`config.mk`:
```
export PLATFORM = sky130hd
export DESIGN_NAME = psg_channels_flat
export DESIGN_NICKNAME = d
export VERILOG_FILES = /design/src/rtl/psg_channels_if.sv /design/src/rtl/psg_channels.sv /design/src/flat_wrapper.sv
export SDC_FILE = /design/constraint.sdc
export NUM_CORES = 1
export LEC_CHECK = 0
export ABC_CLOCK_PERIOD_IN_PS = 2700
export BUFFER_PORTS_ARGS = -buffer_cell sky130_fd_sc_hd__buf_2
export CORE_MARGIN = 2
export CORE_UTILIZATION = 54
export CTS_CLUSTER_SIZE = 14
export DETAILED_ROUTE_END_ITERATION = 8
export GPL_ROUTABILITY_DRIVEN = 0
export PLACE_DENSITY = 0.74
export SLEW_MARGIN = 0
export SYNTH_ARGS = -nofsm -noshare
export SYNTH_HDL_FRONTEND = slang
export SYNTH_SLANG_ARGS = --single-unit
```
`constraint.sdc`:
```
create_clock -name clk -period 2.7 [get_ports clk]
set_clock_uncertainty 0.15 [all_clocks]
set_input_delay 0.54 -clock clk [delete_from_list [all_inputs] [get_ports clk]]
set_output_delay 0.54 -clock clk [all_outputs]
set_load 0.05 [all_outputs]
```
`src/rtl/psg_channels_if.sv`:
```
// -----------------------------------------------------------------------------
// psg_channels_if
// Decoded register-write bus between the byte-decoding stage (master) and the
// psg_channels register file / waveform core (slave).
//   adress    [2:0]  register index (0/2/4 tone period, 1/3/5 tone att,
//                    6 noise control, 7 noise att)
//   value     [9:0]  write data
//   load             one-cycle write strobe, qualifies adress/value
//   noise_rst        one-cycle LFSR reset strobe (only with load and adress 6)
// -----------------------------------------------------------------------------
interface psg_channels_if;
    logic [2:0] adress;
    logic [9:0] value;
    logic       load;
    logic       noise_rst;

    modport master (
        output adress,
        output value,
        output load,
        output noise_rst
    );

    modport slave (
        input adress,
        input value,
        input load,
        input noise_rst
    );
endinterface

```
`src/rtl/psg_channels.sv`:
```
// -----------------------------------------------------------------------------
// psg_channels
// Register file and waveform core of an SN76489-compatible sound generator.
// Holds the eight chip registers, divides the system clock into generator
// ticks, and produces three square-wave tones, an LFSR noise bit and four
// attenuation codes for the mixer/DAC stage.
//
// Parameters:
//   CLK_DIV      system clocks per generator tick (2..256)
// Build option:
//   PSG_NOISE_EN defined   -> noise counter, 15-bit LFSR and noise_rst built
//   PSG_NOISE_EN undefined -> noise_out_o tied 0, noise_rst ignored;
//                             registers 6/7 still writable, att3_o still updates
// Ports:
//   clk          system clock, rising edge
//   rst_n        asynchronous active-low reset
//   bus          psg_channels_if.slave register-write bus
//   tone0_o..2_o square-wave outputs
//   noise_out_o  noise bit (LFSR bit 0)
//   att0_o..3_o  attenuation for tone0..2 and noise, 4'hF = silent
// -----------------------------------------------------------------------------
module psg_channels #(
    parameter int CLK_DIV = 16
) (
    input  logic                 clk,
    input  logic                 rst_n,
    psg_channels_if.slave        bus,
    output logic                 tone0_o,
    output logic                 tone1_o,
    output logic                 tone2_o,
    output logic                 noise_out_o,
    output logic [3:0]           att0_o,
    output logic [3:0]           att1_o,
    output logic [3:0]           att2_o,
    output logic [3:0]           att3_o
);

    localparam int PW = (CLK_DIV > 2) ? $clog2(CLK_DIV) : 1;
    localparam logic [PW-1:0] PRESC_MAX = PW'(CLK_DIV - 1);

    // Prescaler
    logic [PW-1:0] presc_q, presc_d;
    logic          tick_s;

    // Register file
    logic [9:0] period_q [3];
    logic [9:0] period_d [3];
    logic [3:0] att_q    [4];
    logic [3:0] att_d    [4];
    logic [2:0] nctl_q, nctl_d;

    // Tone generators
    logic [9:0] cnt_q  [3];
    logic [9:0] cnt_d  [3];
    logic       tone_q [3];
    logic       tone_d [3];

    assign tick_s = (presc_q == PRESC_MAX);

    // Prescaler next state: wraps CLK_DIV-1 -> 0, tick marks the wrap cycle
    always_comb begin
        presc_d = presc_q;
        if (tick_s) begin
            presc_d = '0;
        end else begin
            presc_d = presc_q + PW'(1);
        end
    end

    // Register-file next state: only the addressed register changes
    always_comb begin
        for (int i = 0; i < 3; i++) begin
            period_d[i] = period_q[i];
        end
        for (int i = 0; i < 4; i++) begin
            att_d[i] = att_q[i];
        end
        nctl_d = nctl_q;
        if (bus.load) begin
            case (bus.adress)
                3'd0:    period_d[0] = bus.value;
                3'd1:    att_d[0]    = bus.value[3:0];
                3'd2:    period_d[1] = bus.value;
                3'd3:    att_d[1]    = bus.value[3:0];
                3'd4:    period_d[2] = bus.value;
                3'd5:    att_d[2]    = bus.value[3:0];
                3'd6:    nctl_d      = bus.value[2:0];
                3'd7:    att_d[3]    = bus.value[3:0];
                default: nctl_d      = nctl_q;
            endcase
        end else begin
            nctl_d = nctl_q;
        end
    end

    // Tone next state: a counter at 0 or 1 reloads from the current period
    // register, so a period written in the same cycle only lands on the next
    // reload, and a period of 0 toggles every tick just like 1
    always_comb begin
        for (int n = 0; n < 3; n++) begin
            cnt_d[n]  = cnt_q[n];
            tone_d[n] = tone_q[n];
            if (tick_s) begin
                if (cnt_q[n] <= 10'd1) begin
                    cnt_d[n]  = period_q[n];
                    tone_d[n] = ~tone_q[n];
                end else begin
                    cnt_d[n] = cnt_q[n] - 10'd1;
                end
            end else begin
                cnt_d[n] = cnt_q[n];
            end
        end
    end

    // Prescaler, register file and tone state registers
    always_ff @(posedge clk or negedge rst_n) begin
        if (!rst_n) begin
            presc_q <= '0;
            nctl_q  <= 3'd0;
            for (int i = 0; i < 3; i++) begin
                period_q[i] <= 10'd0;
                cnt_q[i]    <= 10'd0;
                tone_q[i]   <= 1'b0;
            end
            for (int i = 0; i < 4; i++) begin
                att_q[i] <= 4'hF;
            end
        end else begin
            presc_q <= presc_d;
            nctl_q  <= nctl_d;
            for (int i = 0; i < 3; i++) begin
                period_q[i] <= period_d[i];
                cnt_q[i]    <= cnt_d[i];
                tone_q[i]   <= tone_d[i];
            end
            for (int i = 0; i < 4; i++) begin
                att_q[i] <= att_d[i];
            end
        end
    end

    assign tone0_o = tone_q[0];
    assign tone1_o = tone_q[1];
    assign tone2_o = tone_q[2];
    assign att0_o  = att_q[0];
    assign att1_o  = att_q[1];
    assign att2_o  = att_q[2];
    assign att3_o  = att_q[3];

`ifdef PSG_NOISE_EN
    // Half-period of the internal noise toggle, in ticks
    function automatic logic [6:0] noise_reload(input logic [1:0] sel);
        logic [6:0] r;
        case (sel)
            2'd0:    r = 7'd16;
            2'd1:    r = 7'd32;
            2'd2:    r = 7'd64;
            default: r = 7'd16;
        endcase
        return r;
    endfunction

    // Bit shifted into LFSR[14]: tap x^0 ^ x^1 for white noise, x^0 alone
    // for periodic noise
    function automatic logic lfsr_fb(input logic [14:0] s, input logic white);
        logic fb;
        if (white) begin
            fb = s[0] ^ s[1];
        end else begin
            fb = s[0];
        end
        return fb;
    endfunction

    logic [6:0]  ncnt_q, ncnt_d;
    logic        ntog_q, ntog_d;
    logic [14:0] lfsr_q, lfsr_d;
    logic        noise_rst_s;
    logic        tone2_rise_s;
    logic        ntog_rise_s;
    logic        src_rise_s;

    assign noise_rst_s = bus.load && bus.noise_rst && (bus.adress == 3'd6);

    // Rising edges are detected on the cycle the source toggles 0 -> 1, so
    // the LFSR shifts on the same edge the source rises
    assign tone2_rise_s = tick_s && (cnt_q[2] <= 10'd1) && !tone_q[2];
    assign ntog_rise_s  = tick_s && (nctl_q[1:0] != 2'b11) &&
                          (ncnt_q <= 7'd1) && !ntog_q;
    assign src_rise_s   = (nctl_q[1:0] == 2'b11) ? tone2_rise_s : ntog_rise_s;

    // Noise next state: internal counter held while tone2 is the source;
    // noise_rst overrides any shift or counter step in the same cycle
    always_comb begin
        ncnt_d = ncnt_q;
        ntog_d = ntog_q;
        lfsr_d = lfsr_q;
        if (tick_s && (nctl_q[1:0] != 2'b11)) begin
            if (ncnt_q <= 7'd1) begin
                ncnt_d = noise_reload(nctl_q[1:0]);
                ntog_d = ~ntog_q;
            end else begin
                ncnt_d = ncnt_q - 7'd1;
            end
        end else begin
            ncnt_d = ncnt_q;
        end
        if (noise_rst_s) begin
            lfsr_d = 15'h4000;
            ncnt_d = 7'd0;
            ntog_d = 1'b0;
        end else if (src_rise_s) begin
            lfsr_d = {lfsr_fb(lfsr_q, nctl_q[2]), lfsr_q[14:1]};
        end else begin
            lfsr_d = lfsr_q;
        end
    end

    // Noise counter, toggle and LFSR registers
    always_ff @(posedge clk or negedge rst_n) begin
        if (!rst_n) begin
            ncnt_q <= 7'd0;
            ntog_q <= 1'b0;
            lfsr_q <= 15'h4000;
        end else begin
            ncnt_q <= ncnt_d;
            ntog_q <= ntog_d;
            lfsr_q <= lfsr_d;
        end
    end

    assign noise_out_o = lfsr_q[0];
`else
    // Noise control is still stored for software readback consistency but
    // drives nothing in this build
    logic unused_noise_s;
    assign unused_noise_s = ^{nctl_q, bus.noise_rst};
    assign noise_out_o    = 1'b0;
`endif

endmodule

```
`src/flat_wrapper.sv`:
```
// flat-port wrapper written by rule: the top's interface ports become plain ports
module psg_channels_flat 
#(
    parameter int CLK_DIV = 16
)
  (clk, rst_n, tone0_o, tone1_o, tone2_o, noise_out_o, att0_o, att1_o, att2_o, att3_o, bus_adress, bus_value, bus_load, bus_noise_rst);
  psg_channels_if bus_i ();
  input  logic clk;
  input  logic rst_n;
  output logic tone0_o;
  output logic tone1_o;
  output logic tone2_o;
  output logic noise_out_o;
  output logic [3:0] att0_o;
  output logic [3:0] att1_o;
  output logic [3:0] att2_o;
  output logic [3:0] att3_o;
  input wire logic [$bits(bus_i.adress)-1:0] bus_adress;
  input wire logic [$bits(bus_i.value)-1:0] bus_value;
  input wire logic [$bits(bus_i.load)-1:0] bus_load;
  input wire logic [$bits(bus_i.noise_rst)-1:0] bus_noise_rst;
  assign bus_i.adress = bus_adress;
  assign bus_i.value = bus_value;
  assign bus_i.load = bus_load;
  assign bus_i.noise_rst = bus_noise_rst;
  psg_channels #(.CLK_DIV(CLK_DIV)) u_core (.clk(clk), .rst_n(rst_n), .bus(bus_i), .tone0_o(tone0_o), .tone1_o(tone1_o), .tone2_o(tone2_o), .noise_out_o(noise_out_o), .att0_o(att0_o), .att1_o(att1_o), .att2_o(att2_o), .att3_o(att3_o));
endmodule
```
==> flow_metrics.py <==
metrics = {
    "worst_setup_path": {
        "reg2regPathDepth": 6,
        "ff2ff_setup_slack_ns": 0.36,
        "cp-end-kind": "flip-flop",
        "r2r_end": "u_core.cnt_q[25]$_DFFE_PN0P_",
        "crit_arrival_ns": 2.42,
        "crit_path_start_kind": "flip-flop",
        "cp.required_ns": 2.78,
        "crit_path_end": "u_core.cnt_q[25]$_DFFE_PN0P_",
        "r2r_start": "u_core.presc_q[0]$_DFF_PN0_",
        "startpoint": "u_core.presc_q[0]$_DFF_PN0_",
        "path_max_fanout": 16,
        "worstSetupPathType": "reg2reg",
    },
    "clock_network": {
        "clock-sinks": 83,
        "cts.clk_slew.worst_paths_ns": 0.08,
        "root_buffer": "clkbuf_8",
        "cts_tree": "yes",
        "cts-buffers-inserted": 9,
        "htreeDepth": 3,
        "cts_buffer_depth": 2,
        "insertion_delay_ns": 0.35,
    },
    "timing": {
        "clock.fmax_ghz": 0.427,
        "tightest_slew_ns": 0.602,
        "final_hold_viol_count": 0,
        "rsz0062_at_grt": "no",
        "finalSetupViolCount": 0,
        "fin_crit_sh": 0.867,
        "maxSlewViolCount": 0,
        "postLayoutSetupSlackWorst_ns": 0.360,
        "tns_ns": 0,
        "slew_headroom": 0.598,
        "fin_crit_ns": 2.34,
    },
    "pwr": {
        "clkPwrFrac": 0.224,
        "p_sw_frac": 0.361,
        "powerDensity_nw_per_um2": 885,
        "p_leak_nw": 1.86,
        "p_switching_w": 0.00142,
        "seqPwrFrac": 0.483,
        "combPwrFrac": 0.293,
        "p_int_w": 0.00252,
        "irDropWorstVdd_v": 0.000534,
    },
    "outcome": {
        "status": "finished, final reports clean",
    },
    "floorplanning": {
        "core_um2": 7180,
        "initial_core_util": 0.554,
        "dieHeight_um": 89.8,
        "die_width_um": 89.8,
        "row_count": 31,
        "ioPinCount": 37,
        "die_area_um2": 8060,
    },
    "route": {
        "drt-initial-drc-count": 98,
        "wl_um": 8030,
        "routed-via-count": 2721,
        "first_pass_iters": 4,
        "avgViaCountPerCell": 5.78,
        "wl_per_cell_um": 17.0,
        "drcViolationCount": 0,
        "final_antenna_net_count": 0,
    },
    "job": {
        "maxCapViolCount": 0,
    },
    "placement": {
        "io_buffer_count": 34,
        "placed_area_um2": 4260,
        "place_ws_ns": 0.352,
        "placedCellCount": 454,
        "dp_hpwl_um": 5700,
    },
    "grt": {
        "overflow": 0,
        "grt_max_degree": 34,
        "grtUsageTotal": 0.214,
        "grt_pass1_vias": 2738,
        "grt_pass1_wl_um": 13700,
        "antenna_found_initial": 0,
    },
    "yosys": {
        "seq_area_frac_synth": 0.528,
        "avgSynthCellArea_um2": 12.2,
        "async_flop_share": 1.00,
        "synth_fp_nets": 351,
        "yosys_warnings": 0,
        "synth_top_area_share": 0.422,
        "yosysTopAreaCell": "dfrtp_1",
        "synthDistinctLibCells": 58,
        "synth_edf_count": 0,
        "synth_ff_type": "dfrtp_1",
        "synth.ff_latch_count": 83,
        "synth_cells": 327,
        "netlist_area_um2": 3970,
        "ys_top_cells_by_area": "dfrtp_1, mux2_2, dfstp_2, mux2_1, ha_1",
    },
    "final_layout": {
        "fill_cells": 575,
        "layout.cells.non_filler": 471,
        "design_area_um2": 4460,
        "nNetsFinal": 391,
        "syn2layout_area_growth_pct": 12.2,
        "layout-drive-gt1-share": 0.331,
        "diodes": 0,
    },
    "min_path": {
        "hold_class": "reg2reg",
        "min_path_cells": 1,
    },
}
power groups by stage:
stage          sequential [W]  combinational (W)  clock (W)
6_report              0.00191            0.00116   0.000885
5_1_grt               0.00196            0.00128   0.000954
4_1_cts               0.00190            0.00116   0.000905
3_5_place_dp          0.00192            0.00115          0
3_3_place_gp          0.00190            0.00111          0
2_1_floorplan         0.00206           0.000718          0
through the flow:
| stage | power [W] | util | hold WS (ns) |
|---|---|---|---|
| 2_1_floorplan | 0.00278 | - | 0.0944 |
| 3_3_place_gp | 0.00301 | 0.593 | 0.301 |
| 3_5_place_dp | 0.00307 | 0.593 | 0.308 |
| 4_1_cts | 0.00397 | 0.622 | 0.299 |
| 5_1_grt | 0.00419 | 0.622 | 0.312 |
| 6_report | 0.00395 | 0.622 | 0.314 |
what timing repair did:
item                                   CTS  global route
resized for setup                        0             0
hold buffers                             1             0
endpoints found under the hold margin   19             0
buffers inserted                         0             0
cells by family after synthesis:
kind of cell    Yosys count  synth area share
fa+ha+maj                 7            0.0220
flops                    83             0.528
xor+xnor                 12            0.0264
mux                      59             0.165
other cells               1          0.000944
simple gates             91             0.141
compound gates           52            0.0897
buf+inv                  22            0.0268
routing by layer:
layer,track usage,vias up,wire length [µm]
met1,0.295,1359,3800
met2,0.338,67,3770
met3,0.0344,12,287
li1,-,1283,-
met5,0,-,0
met4,0.0936,0,170
worst min path at each step:
stage,end,slack [ns],startpoint
6_report,u_core.tone2_o$_DFFE_PN0P_,0.31,u_core.tone2_o$_DFFE_PN0P_
5_1_grt,u_core.period_q[16]$_DFFE_PN0P_,0.31,bus_value[6]
4_1_cts,u_core.period_q[18]$_DFFE_PN0P_,0.30,bus_value[8]
3_5_place_dp,u_core.tone2_o$_DFFE_PN0P_,0.31,u_core.tone2_o$_DFFE_PN0P_
3_3_place_gp,u_core.tone0_o$_DFFE_PN0P_,0.30,u_core.tone0_o$_DFFE_PN0P_
2_1_floorplan,u_core.cnt_q[0]$_DFFE_PN0P_,0.09,rst_n
critical path: stages, from the launching register on:
cell      delay [ns]
dfrtp_1         0.39
ha_1            0.26
and3_1          0.57
buf_4           0.32
nand3b_1        0.11
xnor2_1         0.15
mux2_2          0.27
flip-flops by register name (all words and copies together), names as in the netlist:
register	count
u_core.presc_q	4
u_core.period_q	30
u_core.tone0_o	1
u_core.att2_o	4
u_core.att3_o	4
u_core.att1_o	4
u_core.cnt_q	30
u_core.att0_o	4
u_core.tone2_o	1
u_core.tone1_o	1
Yosys cell counts, drive strengths merged, types with 3 or more instances:
cell and n:
nand2b 3, nand4b 4, nand2 15, a21oi 8, buf 8, ha 7
o31ai 6, clkbuf 3, or2 4, nor2 14, dfrtp 67, mux2 53
or3 6, nor3 11, nand4 6, mux2i 6, o21ai 16, inv 11
xnor2 10, nor4 8, o211ai 7, dfstp 16, nand3 11
layout by cell type (no fill, tap or decap), types with 7 or more instances in the layout:
master / count
dfrtp_1: 67
mux2_2: 42
buf_2: 33
dfstp_2: 16
nand2_1: 15
nor2_1: 14
inv_1: 11
o21ai_0: 11
mux2_1: 11
nand3_1: 10
xnor2_1: 10
clkbuf_8: 10
a21oi_1: 8
o211ai_1: 7
nor3_1: 7
ha_1: 7
cell type report:
cell class	instances	area [µm²]	share of cell area
clock inverters	4	50.0	0.0112
inverters	11	41.3	0.00926
well taps	99	124	0.0278
flip-flops and latches	83	2100	0.470
clock buffers	12	145	0.0325
repair buffers	40	233	0.0522
multi-input cells	222	1770	0.397
Power figures use the tool's default switching activity.
